### src/rtl/lfsr_byte_harvester_if.sv
// rtl/lfsr_byte_harvester_if.sv - read-side byte stream of the LFSR byte harvester
interface lfsr_byte_harvester_if #(
    parameter int DEPTH = 4
) ();
    localparam int LW = $clog2(DEPTH) + 1;

    logic          RD_VALID;
    logic          RD_READY;
    logic [7:0]    RD_DATA;
    logic [LW-1:0] LEVEL;

    // Harvester side: presents the FIFO head and occupancy, accepts pops.
    modport master (
        output RD_VALID,
        output RD_DATA,
        output LEVEL,
        input  RD_READY
    );

    // Bus glue side: observes the FIFO and issues pops.
    modport slave (
        input  RD_VALID,
        input  RD_DATA,
        input  LEVEL,
        output RD_READY
    );
endinterface

### src/rtl/lfsr_byte_harvester.sv
// rtl/lfsr_byte_harvester.sv - drives an XNOR LFSR, packs its output bits into bytes and buffers them
module lfsr_byte_harvester #(
    parameter int                NUM_BITS  = 8,
    parameter int                DEPTH     = 4,
    parameter logic [NUM_BITS:1] INIT_SEED = '0
) (
    input  logic                 CLK,
    input  logic                 RESET,
    input  logic                 RUN_i,
    input  logic                 SEED_REQ_i,
    input  logic [NUM_BITS:1]    SEED_IN_i,
    input  logic [NUM_BITS:1]    LFSR_Q_i,
    output logic                 LFSR_E_o,
    output logic                 LFSR_RESET_o,
    output logic [NUM_BITS:1]    LFSR_SEED_o,
    output logic                 LOCKUP_o,
    lfsr_byte_harvester_if.master rd
);
    localparam int PW = (DEPTH > 1) ? $clog2(DEPTH) : 1;
    localparam int LW = $clog2(DEPTH) + 1;

    typedef enum logic [1:0] {
        ST_LOAD   = 2'd0,
        ST_SETTLE = 2'd1,
        ST_GEN    = 2'd2,
        ST_STUCK  = 2'd3
    } state_t;

    state_t            state_q, state_d;
    logic [NUM_BITS:1] seed_q, seed_d;
    logic              lockup_q, lockup_d;
    // shift_q remembers that the LFSR shifted last cycle, so LFSR_Q[1] now holds a fresh bit.
    logic              shift_q, shift_d;
    logic [2:0]        bitcnt_q, bitcnt_d;
    logic [7:0]        shreg_q, shreg_d;
    logic [PW-1:0]     wptr_q, wptr_d;
    logic [PW-1:0]     rptr_q, rptr_d;
    logic [LW-1:0]     level_q, level_d;
    logic [7:0]        mem_q [DEPTH];

    logic              all_ones;
    logic              completing;
    logic              push_now;
    logic              stall;
    logic              lfsr_e;
    logic              lfsr_load;
    logic              flush;
    logic              capture;
    logic              push;
    logic              pop;
    logic              rd_valid;
    logic [7:0]        push_data;

    // XNOR feedback locks up in the all-ones state, so that state is never shifted.
    assign all_ones   = &LFSR_Q_i;

    // Only the bit that finishes a byte can be held back; partial bytes always progress.
    assign completing = (({1'b0, bitcnt_q} + {3'b000, shift_q}) == 4'd7);
    assign push_now   = shift_q & (bitcnt_q == 3'd7);
    // Pops are ignored here on purpose, so a push can never land on a full FIFO.
    assign stall      = completing &
                        (({1'b0, level_q} + {{LW{1'b0}}, push_now}) >= (LW+1)'(DEPTH));

    // Control FSM: sequencing of seed load, settle, generation and lock-up.
    always_comb begin
        state_d   = state_q;
        seed_d    = seed_q;
        lockup_d  = lockup_q;
        lfsr_e    = 1'b0;
        lfsr_load = 1'b0;
        case (state_q)
            ST_LOAD: begin
                lfsr_load = 1'b1;
                lockup_d  = 1'b0;
                state_d   = ST_SETTLE;
            end
            ST_SETTLE: begin
                if (all_ones) begin
                    lockup_d = 1'b1;
                    state_d  = ST_STUCK;
                end else begin
                    state_d  = ST_GEN;
                end
            end
            ST_GEN: begin
                if (all_ones) begin
                    lockup_d = 1'b1;
                    state_d  = ST_STUCK;
                end else begin
                    lfsr_e   = RUN_i & ~stall;
                end
            end
            ST_STUCK: begin
                state_d = ST_STUCK;
            end
            default: begin
                state_d = ST_LOAD;
            end
        endcase
        // A reseed request wins over everything, including a LOAD already in progress.
        if (SEED_REQ_i) begin
            seed_d  = SEED_IN_i;
            state_d = ST_LOAD;
        end
    end

    assign flush     = (state_q == ST_LOAD);
    assign capture   = shift_q & ~flush;
    // The final bit is taken straight from the LFSR so the byte is pushed in its capture cycle.
    assign push_data = {shreg_q[7:1], LFSR_Q_i[1]};
    assign push      = capture & (bitcnt_q == 3'd7) & ~SEED_REQ_i;
    assign rd_valid  = (level_q != '0) & ~RESET;
    assign pop       = rd_valid & rd.RD_READY & ~flush;

    // Bit packing and FIFO pointer/occupancy next-state.
    always_comb begin
        shift_d  = lfsr_e & ~flush;
        bitcnt_d = bitcnt_q;
        shreg_d  = shreg_q;
        wptr_d   = wptr_q;
        rptr_d   = rptr_q;
        level_d  = level_q;
        if (flush) begin
            bitcnt_d = 3'd0;
            shreg_d  = 8'h00;
            wptr_d   = '0;
            rptr_d   = '0;
            level_d  = '0;
        end else begin
            if (capture) begin
                shreg_d[3'd7 - bitcnt_q] = LFSR_Q_i[1];
                bitcnt_d                 = bitcnt_q + 3'd1;
            end
            if (push) begin
                wptr_d = wptr_q + PW'(1);
            end
            if (pop) begin
                rptr_d = rptr_q + PW'(1);
            end
            case ({push, pop})
                2'b10:   level_d = level_q + LW'(1);
                2'b01:   level_d = level_q - LW'(1);
                default: level_d = level_q;
            endcase
        end
    end

    // State and datapath registers with synchronous reset.
    always_ff @(posedge CLK) begin
        if (RESET) begin
            state_q  <= ST_LOAD;
            seed_q   <= INIT_SEED;
            lockup_q <= 1'b0;
            shift_q  <= 1'b0;
            bitcnt_q <= 3'd0;
            shreg_q  <= 8'h00;
            wptr_q   <= '0;
            rptr_q   <= '0;
            level_q  <= '0;
        end else begin
            state_q  <= state_d;
            seed_q   <= seed_d;
            lockup_q <= lockup_d;
            shift_q  <= shift_d;
            bitcnt_q <= bitcnt_d;
            shreg_q  <= shreg_d;
            wptr_q   <= wptr_d;
            rptr_q   <= rptr_d;
            level_q  <= level_d;
        end
    end

    // FIFO storage; contents need no reset because occupancy gates visibility.
    always_ff @(posedge CLK) begin
        if (!RESET && push) begin
            mem_q[wptr_q] <= push_data;
        end
    end

    // Enable and read-side status are forced quiet while RESET is held.
    assign LFSR_E_o     = lfsr_e & ~RESET;
    assign LFSR_RESET_o = lfsr_load;
    assign LFSR_SEED_o  = seed_q;
    assign LOCKUP_o     = lockup_q;
    assign rd.RD_VALID  = rd_valid;
    assign rd.RD_DATA   = mem_q[rptr_q];
    assign rd.LEVEL     = RESET ? '0 : level_q;
endmodule

### src/flat_wrapper.sv
// flat-port wrapper written by rule: the top's interface ports become plain ports
module lfsr_byte_harvester_flat 
#(
    parameter int                NUM_BITS  = 8,
    parameter int                DEPTH     = 4,
    parameter logic [NUM_BITS:1] INIT_SEED = '0
)
  (CLK, RESET, RUN_i, SEED_REQ_i, SEED_IN_i, LFSR_Q_i, LFSR_E_o, LFSR_RESET_o, LFSR_SEED_o, LOCKUP_o, rd_RD_VALID, rd_RD_DATA, rd_LEVEL, rd_RD_READY);
  lfsr_byte_harvester_if #(.DEPTH(DEPTH)) rd_i ();
  input  logic CLK;
  input  logic RESET;
  input  logic RUN_i;
  input  logic SEED_REQ_i;
  input  logic [NUM_BITS:1] SEED_IN_i;
  input  logic [NUM_BITS:1] LFSR_Q_i;
  output logic LFSR_E_o;
  output logic LFSR_RESET_o;
  output logic [NUM_BITS:1] LFSR_SEED_o;
  output logic LOCKUP_o;
  output wire logic [$bits(rd_i.RD_VALID)-1:0] rd_RD_VALID;
  output wire logic [$bits(rd_i.RD_DATA)-1:0] rd_RD_DATA;
  output wire logic [$bits(rd_i.LEVEL)-1:0] rd_LEVEL;
  input wire logic [$bits(rd_i.RD_READY)-1:0] rd_RD_READY;
  assign rd_RD_VALID = rd_i.RD_VALID;
  assign rd_RD_DATA = rd_i.RD_DATA;
  assign rd_LEVEL = rd_i.LEVEL;
  assign rd_i.RD_READY = rd_RD_READY;
  lfsr_byte_harvester #(.NUM_BITS(NUM_BITS), .DEPTH(DEPTH), .INIT_SEED(INIT_SEED)) u_core (.CLK(CLK), .RESET(RESET), .RUN_i(RUN_i), .SEED_REQ_i(SEED_REQ_i), .SEED_IN_i(SEED_IN_i), .LFSR_Q_i(LFSR_Q_i), .LFSR_E_o(LFSR_E_o), .LFSR_RESET_o(LFSR_RESET_o), .LFSR_SEED_o(LFSR_SEED_o), .LOCKUP_o(LOCKUP_o), .rd(rd_i));
endmodule
### config.mk
export PLATFORM = sky130hd
export DESIGN_NAME = lfsr_byte_harvester_flat
export DESIGN_NICKNAME = d
export VERILOG_FILES = /design/src/rtl/lfsr_byte_harvester_if.sv /design/src/rtl/lfsr_byte_harvester.sv /design/src/flat_wrapper.sv
export SDC_FILE = /design/constraint.sdc
export NUM_CORES = 1
export LEC_CHECK = 0
export ABC_AREA = 1
export ABC_CLOCK_PERIOD_IN_PS = 3950
export BUFFER_PORTS_ARGS = -buffer_cell sky130_fd_sc_hd__buf_2
export CELL_PAD_IN_SITES_DETAIL_PLACEMENT = 1
export CELL_PAD_IN_SITES_GLOBAL_PLACEMENT = 2
export CORE_MARGIN = 2
export CORE_UTILIZATION = 37
export DETAILED_ROUTE_END_ITERATION = 6
export PLACE_DENSITY = 0.85
export SYNTH_ARGS = -nofsm -noshare
export SYNTH_HDL_FRONTEND = slang
export SYNTH_SLANG_ARGS = --single-unit
### constraint.sdc
create_clock -name CLK -period 3.95 [get_ports CLK]
set_input_delay 0.1975 -clock CLK [delete_from_list [all_inputs] [get_ports CLK]]
set_output_delay 0.1975 -clock CLK [all_outputs]
set_load 0.02 [all_outputs]
==> impl_metrics.tcl <==
set metrics [dict create \
    status "finished clean" \
    r2r_cells 7 \
    wl_um 6590 \
    postCtsHoldBufs 0 \
    avgSynthCellArea_um2 9.40 \
    clockRootBuffer "clkbuf_8" \
    swShare_pct 23.8 \
    ios 44 \
    timing.fmax_mhz 458 \
    htreeDepth 3 \
    grt_use_total_pct 16.9 \
    post_drt_wl_per_cell_um 14.8 \
    setup_viol 0 \
    internal_power_mw 0.999 \
    die_x_um 90.3 \
    core.rowCount 31 \
    critical_path_arrival_ps 2150 \
    synth_top_area_share_pct 34.9 \
    synthArstFlopShare_pct 0 \
    fin_setup_tns_ps 0 \
    die_h_um 90.3 \
    synth-edff-count 32 \
    p_comb_share_pct 4.5 \
    postCtsSetupBuffers 0 \
    vdd_ir_drop_max_mv 0.221 \
    synth_nets 328 \
    gp_congestion 0.778 \
    hpwlAfterDp_um 4960 \
    min_path_type "input port to flop" \
    cp-start-kind "flop" \
    grt_setup_unrepaired "false" \
    path_clk_slew_ps 80 \
    synth_cell_types 25 \
    crit_required_ps 3920 \
    clock_power_share_pct 42.8 \
    antenna_found_initial 0 \
    critPathMaxFanout 8 \
    remaining_drc_errors 0 \
    synth_common_cells "nor2_1 (58), edfxtp_1 (32), dfxtp_1 (31), nand2_1 (28), o21ai_0 (28)" \
    drt-initial-drc-count 72 \
    criticalPathCategory "flop to flop" \
    p_seq_share_pct 52.7 \
    cts.sinks 63 \
    min_from "RESET" \
    grt_max_degree 18 \
    hold-worst-slack_ps 69.1 \
    ys.flop_type "edfxtp_1" \
    dr.pass1.iters 4 \
    final_core_util_pct 45.2 \
    ys_seq_area_share_pct 57.4 \
    io_buffers 43 \
    core_area_mm2 0.00721 \
    drive_gt1_share_pct 21.6 \
    synth_cells 293 \
    cts_tree "done" \
    r2r_start "u_core.state_q[0]" \
    cellPowerDensity_mw_per_mm2 402 \
    via_count 2125 \
    syn_area_mm2 0.00275 \
    cp-end-kind "flop" \
    reg2reg_slack_ps 1770 \
    wl_met1_um 2920 \
    routed.top_layer "met4" \
    cap_violations 0 \
    netlist_top_cells_area "edfxtp_1 (35%), dfxtp_1 (23%), nor2_1 (7.9%)" \
    drv_slew 0 \
    fin_crit_ps 2180 \
    skew_ps 11.5 \
    grt_overflow_total 0 \
    ant_nets 0 \
    hold_end "u_core.LOCKUP_o" \
    clk_path_buf_depth 2 \
    synth_seq_cells 63 \
    yosys_warnings 0 \
    syn2layout_area_growth_pct 18.5 \
    fin_ws_ps 1770 \
    grt_pass1_vias 2157 \
    yosys.cell_count.top_type "nor2_1" \
    dpl.cell_count 430 \
    tightest_slew_ps 633 \
    wl_met3_um 211 \
    stdcell_count 446 \
    yosys.area.top_type "edfxtp_1" \
    grt_pass1_wl_um 10600 \
    pre_cts_slack_ps 1780 \
    r2r-end "u_core.mem_q[3][7]" \
    min_path_cells 2 \
    met2RoutedLength_um 3260 \
    fin_crit_sh_pct 55.3 \
    cellLeakagePower_nw 1.34 \
    final_nets 377 \
    initial_core_util_pct 38.2 \
    hold_viol 0 \
    fill_cells 877 \
    p_sw_mw 0.312 \
    vias_per_cell 4.76 \
    diodes 0 \
    slew_headroom_pct 57.6 \
    cts_made_buffers 9 \
    clk_latency_ps 340 \
    cts_resized 0 \
    die_area_mm2 0.00815 \
]
-- layout make-up --
cell class / instances / area, µm² / share of cell area [%]
clock buffers: 9 / 124 / 3.80
clock inverters: 7 / 73.8 / 2.26
inverters: 36 / 135 / 4.14
multi-input cells: 189 / 1010 / 30.9
flip-flops and latches: 63 / 1580 / 48.5
well taps: 99 / 124 / 3.80
repair buffers: 43 / 215 / 6.60
-- layer usage --
layer,up-vias,GRT usage (%)
li1,1084,-
met1,988,19.9
met2,38,28.8
met3,15,4.17
met4,0,8.33
met5,-,0
-- placed cells by master (no fill, tap or decap) --
| cell type | n |
|---|---|
| a21boi_1 | 1 |
| a21oi_1 | 16 |
| buf_2 | 43 |
| bufinv_16 | 1 |
| clkbuf_8 | 9 |
| clkinv_1 | 1 |
| clkinv_4 | 2 |
| clkinvlp_4 | 3 |
| dfxtp_1 | 31 |
| edfxtp_1 | 32 |
| fa_1 | 1 |
| ha_1 | 13 |
| inv_1 | 26 |
| inv_2 | 10 |
| nand2_1 | 28 |
| nand2_2 | 1 |
| nand2_4 | 1 |
| nand3_1 | 10 |
| nand3_2 | 1 |
| nand3_4 | 1 |
| nand4_1 | 4 |
| nor2_1 | 58 |
| nor2_2 | 1 |
| nor2_4 | 2 |
| nor3_1 | 3 |
| o21a_1 | 1 |
| o21ai_0 | 28 |
| o21ai_1 | 11 |
| o22ai_1 | 8 |
-- critical path, stage by stage, from the launching register on --
cell     delay, ps
dfxtp_1        380
inv_1           90
ha_1           310
nor2_4         200
nand3_4        110
inv_2           70
nand2_1        130
nor2_1         530
-- how the worst max path moves through the flow --
| stage | from | end | slack, ps | cells past startpoint |
|---|---|---|---|---|
| global placement | u_core.state_q[0] | u_core.mem_q[2][0] | 1910 | 7 |
| detailed placement | u_core.state_q[0] | u_core.mem_q[3][2] | 1780 | 7 |
| CTS | u_core.state_q[0] | u_core.mem_q[3][7] | 1730 | 7 |
| finish | u_core.state_q[0] | u_core.mem_q[3][7] | 1770 | 7 |
| global route | u_core.state_q[1] | u_core.mem_q[3][7] | 1550 | 7 |
| floorplan | u_core.state_q[0] | u_core.level_q[2] | 1970 | 11 |
-- logic make-up after synthesis --
kind of cell | Yosys count | share of synthesized area (%)
compound gates | 65 | 12.4
fa+ha+maj | 14 | 6.63
flops | 63 | 57.4
buf+inv | 41 | 5.91
simple gates | 110 | 17.7
-- sequential cells by signal (all words and copies together) (netlist names), 2 cells and up, named ones only --
| signal | count |
|---|---|
| u_core.rptr_q | 2 |
| u_core.mem_q | 32 |
| u_core.bitcnt_q | 3 |
| u_core.LFSR_SEED_o | 8 |
| u_core.level_q | 3 |
| u_core.state_q | 2 |
| u_core.shreg_q | 7 |
| u_core.wptr_q | 2 |
-- through the flow --
stage | power (mW) | instance area, µm²
3_3_place_gp | 0.765 | 3070
3_5_place_dp | 0.766 | 3070
4_1_cts | 1.33 | 3260
2_1_floorplan | 0.741 | 2750
5_1_grt | 1.37 | 3260
6_report | 1.31 | 3260
-- power groups by stage --
stage / clock (mW) / combinational [mW] / sequential (mW)
4_1_cts: 0.582 / 0.0606 / 0.691
3_3_place_gp: 0 / 0.0600 / 0.705
5_1_grt: 0.609 / 0.0668 / 0.691
3_5_place_dp: 0 / 0.0605 / 0.706
2_1_floorplan: 0 / 0.0289 / 0.712
6_report: 0.561 / 0.0590 / 0.691
No activity file was read; power rests on OpenSTA's default activity.
